$ cat src/rtl/simple_tx_reset_pkg.sv
// Shared register map, field positions and response codes for the simple_tx
// loopback reset/control register block.
package simple_tx_reset_pkg;

    // Byte offsets within the 16-byte register window
    localparam logic [3:0] OFFS_CTRL     = 4'h0;
    localparam logic [3:0] OFFS_GPIO_OUT = 4'h4;
    localparam logic [3:0] OFFS_GPIO_IN  = 4'h8;
    localparam logic [3:0] OFFS_SCRATCH  = 4'hC;

    localparam int CTRL_W           = 4;
    localparam int CTRL_COMMON_RST  = 0;
    localparam int CTRL_COMMON_GATE = 1;
    localparam int CTRL_SWITCH_ON   = 2;
    localparam int CTRL_SWITCH_DONE = 3;

    localparam int GPIO_W    = 2;
    localparam int GPIO_OSW0 = 0;
    localparam int GPIO_OSW1 = 1;

    localparam logic [1:0] RESP_OKAY = 2'b00;

    // Expand four byte enables into a 32-bit bit mask
    function automatic logic [31:0] byte_mask(input logic [3:0] strb);
        logic [31:0] m;
        for (int i = 0; i < 4; i++) begin
            m[i*8 +: 8] = {8{strb[i]}};
        end
        return m;
    endfunction

endpackage

$ cat src/rtl/simple_tx_reset_axil_if.sv
// AXI4-Lite slave handshake for single-outstanding transactions; presents a
// simple word-wide write port and a combinational read port to a register file.
module simple_tx_reset_axil_if
    import simple_tx_reset_pkg::*;
#(
    parameter int C_S_AXI_DATA_WIDTH = 32,
    parameter int C_S_AXI_ADDR_WIDTH = 32,
    parameter int C_USE_WSTRB        = 0,
    parameter int C_DPHASE_TIMEOUT   = 0
) (
    input  logic                              aclk,
    input  logic                              aresetn,
    input  logic [C_S_AXI_ADDR_WIDTH-1:0]     awaddr,
    input  logic                              awvalid,
    output logic                              awready,
    input  logic [C_S_AXI_DATA_WIDTH-1:0]     wdata,
    input  logic [C_S_AXI_DATA_WIDTH/8-1:0]   wstrb,
    input  logic                              wvalid,
    output logic                              wready,
    output logic [1:0]                        bresp,
    output logic                              bvalid,
    input  logic                              bready,
    input  logic [C_S_AXI_ADDR_WIDTH-1:0]     araddr,
    input  logic                              arvalid,
    output logic                              arready,
    output logic [C_S_AXI_DATA_WIDTH-1:0]     rdata,
    output logic [1:0]                        rresp,
    output logic                              rvalid,
    input  logic                              rready,
    output logic                              wr_en,
    output logic [3:0]                        wr_addr,
    output logic [C_S_AXI_DATA_WIDTH-1:0]     wr_data,
    output logic [C_S_AXI_DATA_WIDTH/8-1:0]   wr_strb,
    output logic [3:0]                        rd_addr,
    input  logic [C_S_AXI_DATA_WIDTH-1:0]     rd_data
);

    localparam int CNT_W = $clog2(C_DPHASE_TIMEOUT + 2);

    logic                          awready_q;
    logic                          arready_q;
    logic                          bvalid_q;
    logic                          rvalid_q;
    logic [C_S_AXI_DATA_WIDTH-1:0] rdata_q;
    logic [CNT_W-1:0]              b_cnt;
    logic [CNT_W-1:0]              r_cnt;
    logic                          wr_hs;
    logic                          rd_hs;
    logic                          b_expire;
    logic                          r_expire;
    logic                          unused_addr_bits;

    assign wr_hs = awready_q && awvalid && wvalid;
    assign rd_hs = arready_q && arvalid;

    assign b_expire = (C_DPHASE_TIMEOUT != 0) && !bready &&
                      (b_cnt == CNT_W'(C_DPHASE_TIMEOUT - 1));
    assign r_expire = (C_DPHASE_TIMEOUT != 0) && !rready &&
                      (r_cnt == CNT_W'(C_DPHASE_TIMEOUT - 1));

    // The ready flags are registered, so a request is seen for a cycle before
    // it is accepted; the self-clearing term makes each ready a single pulse.
    always_ff @(posedge aclk or negedge aresetn) begin
        if (!aresetn) begin
            awready_q <= 1'b0;
            arready_q <= 1'b0;
        end else begin
            awready_q <= awvalid && wvalid && !bvalid_q && !awready_q;
            arready_q <= arvalid && !rvalid_q && !arready_q;
        end
    end

    always_ff @(posedge aclk or negedge aresetn) begin
        if (!aresetn) begin
            bvalid_q <= 1'b0;
            b_cnt    <= '0;
        end else if (wr_hs) begin
            bvalid_q <= 1'b1;
            b_cnt    <= '0;
        end else if (bvalid_q && (bready || b_expire)) begin
            bvalid_q <= 1'b0;
        end else if (bvalid_q && (C_DPHASE_TIMEOUT != 0)) begin
            b_cnt <= b_cnt + 1'b1;
        end
    end

    always_ff @(posedge aclk or negedge aresetn) begin
        if (!aresetn) begin
            rvalid_q <= 1'b0;
            r_cnt    <= '0;
            rdata_q  <= '0;
        end else if (rd_hs) begin
            rvalid_q <= 1'b1;
            r_cnt    <= '0;
            rdata_q  <= rd_data;
        end else if (rvalid_q && (rready || r_expire)) begin
            rvalid_q <= 1'b0;
        end else if (rvalid_q && (C_DPHASE_TIMEOUT != 0)) begin
            r_cnt <= r_cnt + 1'b1;
        end
    end

    assign awready = awready_q;
    assign wready  = awready_q;
    assign arready = arready_q;
    assign bvalid  = bvalid_q;
    assign rvalid  = rvalid_q;
    assign rdata   = rdata_q;
    assign bresp   = RESP_OKAY;
    assign rresp   = RESP_OKAY;

    assign wr_en   = wr_hs;
    assign wr_addr = {awaddr[3:2], 2'b00};
    assign wr_data = wdata;
    assign wr_strb = (C_USE_WSTRB != 0) ? wstrb : '1;
    assign rd_addr = {araddr[3:2], 2'b00};

    assign unused_addr_bits = ^{awaddr[C_S_AXI_ADDR_WIDTH-1:4], awaddr[1:0],
                                araddr[C_S_AXI_ADDR_WIDTH-1:4], araddr[1:0]};

endmodule

$ cat src/rtl/simple_tx_reset_ctl.sv
// Register file driving the simple_tx loopback reset/gate levels and the
// optical-switch GPIOs, with synchronised switch-status readback.
module simple_tx_reset_ctl
    import simple_tx_reset_pkg::*;
#(
    parameter int          C_S_AXI_DATA_WIDTH = 32,
    parameter int          C_S_AXI_ADDR_WIDTH = 32,
    parameter int          C_USE_WSTRB        = 0,
    parameter int          C_DPHASE_TIMEOUT   = 0,
    parameter logic [31:0] C_BASEADDR         = 32'hFFFF_FFFF,
    parameter logic [31:0] C_HIGHADDR         = 32'h0000_0000
) (
    input  logic                              S_AXI_ACLK,
    input  logic                              S_AXI_ARESETN,
    input  logic [C_S_AXI_ADDR_WIDTH-1:0]     S_AXI_AWADDR,
    input  logic                              S_AXI_AWVALID,
    output logic                              S_AXI_AWREADY,
    input  logic [C_S_AXI_DATA_WIDTH-1:0]     S_AXI_WDATA,
    input  logic [C_S_AXI_DATA_WIDTH/8-1:0]   S_AXI_WSTRB,
    input  logic                              S_AXI_WVALID,
    output logic                              S_AXI_WREADY,
    output logic [1:0]                        S_AXI_BRESP,
    output logic                              S_AXI_BVALID,
    input  logic                              S_AXI_BREADY,
    input  logic [C_S_AXI_ADDR_WIDTH-1:0]     S_AXI_ARADDR,
    input  logic                              S_AXI_ARVALID,
    output logic                              S_AXI_ARREADY,
    output logic [C_S_AXI_DATA_WIDTH-1:0]     S_AXI_RDATA,
    output logic [1:0]                        S_AXI_RRESP,
    output logic                              S_AXI_RVALID,
    input  logic                              S_AXI_RREADY,
    output logic                              common_rst,
    output logic                              common_gate,
    output logic                              switch_on,
    output logic                              switch_done,
    output logic                              osw_drive0,
    output logic                              osw_drive1,
    input  logic                              osw_status0,
    input  logic                              osw_status1
);

    localparam logic [63:0] unused_addr_range = {C_BASEADDR, C_HIGHADDR};

    logic                          wr_en;
    logic [3:0]                    wr_addr;
    logic [C_S_AXI_DATA_WIDTH-1:0] wr_data;
    logic [3:0]                    wr_strb;
    logic [3:0]                    rd_addr;
    logic [C_S_AXI_DATA_WIDTH-1:0] rd_data;
    logic [31:0]                   wr_mask;

    logic [CTRL_W-1:0]             ctrl_q;
    logic [GPIO_W-1:0]             gpio_out_q;
    logic [31:0]                   scratch_q;
    logic [GPIO_W-1:0]             status_p0;
    logic [GPIO_W-1:0]             status_p1;

    logic [CTRL_W-1:0]             ctrl_nxt;
    logic [GPIO_W-1:0]             gpio_out_nxt;
    logic [31:0]                   scratch_nxt;

    simple_tx_reset_axil_if #(
        .C_S_AXI_DATA_WIDTH (C_S_AXI_DATA_WIDTH),
        .C_S_AXI_ADDR_WIDTH (C_S_AXI_ADDR_WIDTH),
        .C_USE_WSTRB        (C_USE_WSTRB),
        .C_DPHASE_TIMEOUT   (C_DPHASE_TIMEOUT)
    ) u_axil_if (
        .aclk    (S_AXI_ACLK),
        .aresetn (S_AXI_ARESETN),
        .awaddr  (S_AXI_AWADDR),
        .awvalid (S_AXI_AWVALID),
        .awready (S_AXI_AWREADY),
        .wdata   (S_AXI_WDATA),
        .wstrb   (S_AXI_WSTRB),
        .wvalid  (S_AXI_WVALID),
        .wready  (S_AXI_WREADY),
        .bresp   (S_AXI_BRESP),
        .bvalid  (S_AXI_BVALID),
        .bready  (S_AXI_BREADY),
        .araddr  (S_AXI_ARADDR),
        .arvalid (S_AXI_ARVALID),
        .arready (S_AXI_ARREADY),
        .rdata   (S_AXI_RDATA),
        .rresp   (S_AXI_RRESP),
        .rvalid  (S_AXI_RVALID),
        .rready  (S_AXI_RREADY),
        .wr_en   (wr_en),
        .wr_addr (wr_addr),
        .wr_data (wr_data),
        .wr_strb (wr_strb),
        .rd_addr (rd_addr),
        .rd_data (rd_data)
    );

    // Byte-merge each register with the incoming data; all narrow fields live in byte 0
    assign wr_mask      = byte_mask(wr_strb);
    assign ctrl_nxt     = (ctrl_q & ~wr_mask[CTRL_W-1:0]) | (wr_data[CTRL_W-1:0] & wr_mask[CTRL_W-1:0]);
    assign gpio_out_nxt = (gpio_out_q & ~wr_mask[GPIO_W-1:0]) | (wr_data[GPIO_W-1:0] & wr_mask[GPIO_W-1:0]);
    assign scratch_nxt  = (scratch_q & ~wr_mask) | (wr_data & wr_mask);

    always_ff @(posedge S_AXI_ACLK or negedge S_AXI_ARESETN) begin
        if (!S_AXI_ARESETN) begin
            ctrl_q     <= '0;
            gpio_out_q <= '0;
            scratch_q  <= '0;
        end else if (wr_en) begin
            case (wr_addr)
                OFFS_CTRL:     ctrl_q     <= ctrl_nxt;
                OFFS_GPIO_OUT: gpio_out_q <= gpio_out_nxt;
                OFFS_SCRATCH:  scratch_q  <= scratch_nxt;
                default:       ;
            endcase
        end
    end

    // Two-flop synchroniser for the asynchronous switch status lines
    always_ff @(posedge S_AXI_ACLK or negedge S_AXI_ARESETN) begin
        if (!S_AXI_ARESETN) begin
            status_p0 <= '0;
            status_p1 <= '0;
        end else begin
            status_p0[GPIO_OSW0] <= osw_status0;
            status_p0[GPIO_OSW1] <= osw_status1;
            status_p1            <= status_p0;
        end
    end

    always_comb begin
        rd_data = '0;
        case (rd_addr)
            OFFS_CTRL:     rd_data[CTRL_W-1:0] = ctrl_q;
            OFFS_GPIO_OUT: rd_data[GPIO_W-1:0] = gpio_out_q;
            OFFS_GPIO_IN:  rd_data[GPIO_W-1:0] = status_p1;
            OFFS_SCRATCH:  rd_data             = scratch_q;
            default:       rd_data             = '0;
        endcase
    end

    assign common_rst  = ctrl_q[CTRL_COMMON_RST];
    assign common_gate = ctrl_q[CTRL_COMMON_GATE];
    assign switch_on   = ctrl_q[CTRL_SWITCH_ON];
    assign switch_done = ctrl_q[CTRL_SWITCH_DONE];
    assign osw_drive0  = gpio_out_q[GPIO_OSW0];
    assign osw_drive1  = gpio_out_q[GPIO_OSW1];

endmodule

$ cat config.mk
export PLATFORM = sky130hd
export DESIGN_NAME = simple_tx_reset_ctl
export DESIGN_NICKNAME = d
export VERILOG_FILES = /design/src/rtl/simple_tx_reset_pkg.sv /design/src/rtl/simple_tx_reset_axil_if.sv /design/src/rtl/simple_tx_reset_ctl.sv
export SDC_FILE = /design/constraint.sdc
export NUM_CORES = 1
export LEC_CHECK = 0
export ABC_AREA = 1
export CAP_MARGIN = 20
export CORE_ASPECT_RATIO = 0.75
export CORE_MARGIN = 2
export CORE_UTILIZATION = 44
export DETAILED_ROUTE_END_ITERATION = 7
export GPL_TIMING_DRIVEN = 0
export PLACE_DENSITY = 0.85
export SETUP_SLACK_MARGIN = 0.02
export SYNTH_ARGS = -nofsm -noshare
export SYNTH_HDL_FRONTEND = slang
export SYNTH_SLANG_ARGS = --single-unit
$ cat constraint.sdc
create_clock -name S_AXI_ACLK -period 1.66 [get_ports S_AXI_ACLK]
set_input_delay 0.415 -clock S_AXI_ACLK [delete_from_list [all_inputs] [get_ports S_AXI_ACLK]]
set_output_delay 0.415 -clock S_AXI_ACLK [all_outputs]
set_load 0.1 [all_outputs]
## Word-level counts from Yosys, hierarchy flattened

Index checks and enable logic that the tools add are counted.

| word-level totals | value |
|---|---|
| output and inout port bits | 47 |
| bits of input ports | 109 |
| logic and storage cells | 43 |
| bits in registers | 78 |

| cells by class | value |
|---|---|
| equal/unequal tests | 5 |
| reductions and logical operators | 21 |
| mux-type cells | 7 |

Operators by type and width:

| cell | number |
|---|---|
| 2-to-1 mux 28 bit | 1 |
| logical AND 1 bit | 10 |
| logical NOT 4 bit | 2 |
| one-hot mux 2 bit (4 select lines) | 1 |
| == test 2 bit, second input constant | 3 |
| AND reduction 2 bit | 3 |
| == test 2 x 1 -> 1 bit, second input constant | 2 |
| logical NOT 1 bit | 4 |
| 2-to-1 mux 1 bit | 4 |
| one-hot mux 2 bit (2 select lines) | 1 |
| nonzero test 2 bit | 2 |

## Longest topological paths before layout

| depth | value |
|---|---|
| word-level depth | 3 |
| gate-level depth with buffers | 8 |
| depth with buffers taken out | 8 |

## Hierarchy

From an unflattened synthesis, not the netlist that was laid out.

| unflattened totals | value |
|---|---|
| cell total of the unflattened synthesis | 492 |
| area, all modules | 4119.0 µm² |

By module, submodules not included:

| module | area an instance (µm²) | seq. area each (µm²) | cells an instance | instances |
|---|---|---|---|---|
| simple_tx_reset_ctl | 2220.9 | 1051.0 | 283 | 1 |
| simple_tx_reset_axil_if | 1898.1 | 900.9 | 209 | 1 |

## Least setup slack after synthesis

Ideal clock, no wire load.

| path | value |
|---|---|
| path kind | register -> register |
| from | reg u_axil_if.awready_q (netlist: u_axil_if.awready) |
| to | reg scratch_q[10] |
| data arrival time | 1.725 ns |
| cell stages (with the launch flop) | 5 |
| path slack | -0.183 ns |
| required time | 1.543 ns |
| path buffers | 1 |
| path through | dfrtp_1 > nand3_2 > nor2_8 > buf_6 > o21ai_2 |

| on the way | value |
|---|---|
| word-level cells in the longest chain between the ends | 3 |

RTL lines:

| element | RTL line | text |
|---|---|---|
| start: declaration | simple_tx_reset_axil_if.sv:40 | `logic awready_q;` |
| start signal: assignment | simple_tx_reset_axil_if.sv:68 | `awready_q <= awvalid && wvalid && !bvalid_q && !awready_q;` |
| logical AND 1 bit (2 in a row) | simple_tx_reset_axil_if.sv:53 | `assign wr_hs = awready_q && awvalid && wvalid;` |
| AND reduction 2 bit (no source line) | -- |  |
| end signal: assignment | simple_tx_reset_ctl.sv:110 | `OFFS_SCRATCH: scratch_q <= scratch_nxt;` |
| end: declaration | simple_tx_reset_ctl.sv:54 | `logic [31:0] scratch_q;` |

Every way passes these cells.
A chain may end at the register's enable or synchronous reset.

## Worst setup path after layout

| path | value |
|---|---|
| from | reg ctrl_q[3] |
| to | out switch_done |

RTL lines:

| element | RTL line | text |
|---|---|---|
| start: declaration | simple_tx_reset_ctl.sv:52 | `logic [CTRL_W-1:0] ctrl_q;` |
| start signal: assignment | simple_tx_reset_ctl.sv:108 | `OFFS_CTRL: ctrl_q <= ctrl_nxt;` |
| end: declaration | simple_tx_reset_ctl.sv:35 | `output logic switch_done,` |

No word-level cell between the ends.

==> impl_metrics.tcl <==
set metrics [dict create \
    fin_worst_skew_ps 11.9 \
    drc 0 \
    avgSynthCellArea_sq_um 10.1 \
    setup_viol 0 \
    syn2layout_area_growth_pct 31.9 \
    ys_seq_elements 78 \
    die_w_um 105 \
    final_antenna_net_count 0 \
    wl_per_cell_um 13.6 \
    cts_tree "yes" \
    start_util_pct 45.5 \
    register_area_sq_um 1950 \
    synth-adder-area-share_pct 1.87 \
    synth_cells 332 \
    synthArstFlopShare_pct 100 \
    worst_skew_pair.late_latency_ps 350 \
    ctsHtreeMaxLevel 3 \
    muxShareOfSynthArea_pct 0 \
    critical_path.cell_chain "buf_2" \
    slowest_stage "buf_2" \
    final_common_cell "nand2_1" \
    firstDrtPassIters 7 \
    grt_max_degree 77 \
    num_vias 2554 \
    grt_pass1_wl_um 12400 \
    dp_hpwl_um 5220 \
    status "complete, no violations" \
    diodes 0 \
    rows 27 \
    crit_family "buffers and inverters" \
    place_congestion 0.867 \
    gr-total-overflow 0 \
    worstPathRequired_ps 1240 \
    worstSetupStartpointType "flip-flop" \
    die_y_um 79.6 \
    placedInstanceArea_sq_um 4390 \
    preCtsSetupSlack_ps -370 \
    io_pins 156 \
    antenna_found_initial 0 \
    netlist_area_sq_um 3350 \
    fin_ws_ps 65.9 \
    synth_xor_area_share_pct 0 \
    via_per_inst 4.73 \
    grt_pass1_vias 2606 \
    root_buffer "clkbuf_8" \
    whs_ps 351 \
    p_total_mw 6.51 \
    multi_input_area_sq_um 1100 \
    synth-compound-area-share_pct 14.9 \
    timing.final.crit_share_pct 96.0 \
    rsz0062_at_grt "false" \
    maxCapViolations 0 \
    cts_inserted_buffers 9 \
    final_cell_area_sq_um 4420 \
    dr.first_iter.drc_count 114 \
    synthSimpleGateAreaFrac_pct 15.6 \
    period_minus_slack_ps 1590 \
    critPathMaxFanout 3 \
    synth-main-ff-cell "dfrtp_1" \
    layout_common_cells "101 x nand2_1, 76 x dfrtp_1, 44 x buf_2" \
    slowest_delay_ps 440 \
    drt_wl_total_um 7320 \
    core_area_sq_um 7360 \
    nFillCells 649 \
    final_nets 549 \
    synth_edf_count 0 \
    synth_top_family_by_area "simple AND/OR/NAND/NOR gates" \
    design.die.area_sq_um 8340 \
    port_buffers 87 \
    drive_above_1_share_pct 26.0 \
    p_per_area_nw_per_um2 1470 \
    grt_use_total_pct 19.3 \
    ir_drop_mv 0.796 \
    crit_type "flip-flop to primary output" \
    clkTransAtPathRegs_ps 80 \
    synth.distinct_cells 23 \
    min_path_type "flip-flop to flip-flop" \
    ys_warn_count 0 \
    fmaxAchievable_ghz 0.627 \
    final_hold_viol_count 0 \
    cts.sinks 78 \
    drv_slew 0 \
    path_buf_inv 1 \
    ys_seq_area_share_pct 58.3 \
    cellLeakagePower_nw 2.26 \
    clockBufferDepth 2 \
    critPathCaptureType "primary output" \
    worstPathArrival_ps 1180 \
]
[final timing paths]
| path | cells past startpoint | slack (ps) | from | end |
|---|---|---|---|---|
| max | 1 | 70 | ctrl_q[3] | switch_done |
| min | 0 | 350 | status_p0[1] | status_p1[1] |
| max reg2reg | 4 | 300 | u_axil_if.arready | u_axil_if.rdata[21] |
| min reg2reg | 0 | 350 | status_p0[1] | status_p1[1] |
| max in group asynchronous | 3 | 710 | S_AXI_ARESETN | u_axil_if.awready |
| min in group asynchronous | 2 | 390 | S_AXI_ARESETN | u_axil_if.rdata[28] |
[through the flow]
step	cells	TNS (ps)	utilization [%]
after global placement	523	-203650	59.2
after global routing	540	0	60.0
after floorplan	335	0	-
final	540	0	60.0
after CTS	540	0	59.8
after detailed placement	524	-18750	59.6
[flip-flops by register name, summed over array words and instances, names as in the netlist]
name               count
ctrl_q                 4
gpio_out_q             2
scratch_q             32
status_p0              2
status_p1              2
u_axil_if.arready      1
u_axil_if.awready      1
u_axil_if.bvalid       1
u_axil_if.rdata       32
u_axil_if.rvalid       1
[cells in the mapped netlist (all sizes together) (4+ instances only)]
library cell / count / area share [%]
ha: 5 / 1.9
o31ai: 28 / 6.3
clkbuf: 4 / 0.45
nand4: 6 / 1.1
o21ai: 36 / 8.5
nand3: 5 / 0.90
inv: 41 / 4.6
buf: 16 / 4.1
dfrtp: 78 / 58
nor2: 5 / 1.3
nand2: 105 / 12
[logic make-up after synthesis]
group / Yosys count
compound gates: 65
fa+ha+maj: 5
buf+inv: 61
flops: 78
other cells: 1
simple gates: 122
[routing by layer]
layer	global-route usage, %	part of all wire, %
met1	25.1	46
met2	31.2	46
met3	6.69	7.2
met4	5.20	0.97
met5	0	0
[report_power, final]
part	switching [mW]	leakage [nW]	internal, mW	total [mW]
Sequential	0.165	0.958	2.28	2.45
Combinational	1.99	1.19	0.511	2.50
Clock	0.680	0.113	0.885	1.56
[cell type report]
type / instances / area share [%]
repair buffers: 89 / 16.0
inverters: 41 / 3.48
plain buffers: 20 / 3.51
well taps: 101 / 2.86
clock inverters: 5 / 1.87
multi-input cells: 196 / 25.0
flip-flops and latches: 78 / 44.2
clock buffers: 10 / 3.12
[what timing repair did]
item,4_1_cts,5_1_grt
gates resized for setup,216,7
cloned,0,0
hold endpoints to repair,2,0
hold buffers,1,0
buffers inserted,0,0
endpoints found under the setup margin,43,24
Note: power is estimated with default switching activity, not from simulation.
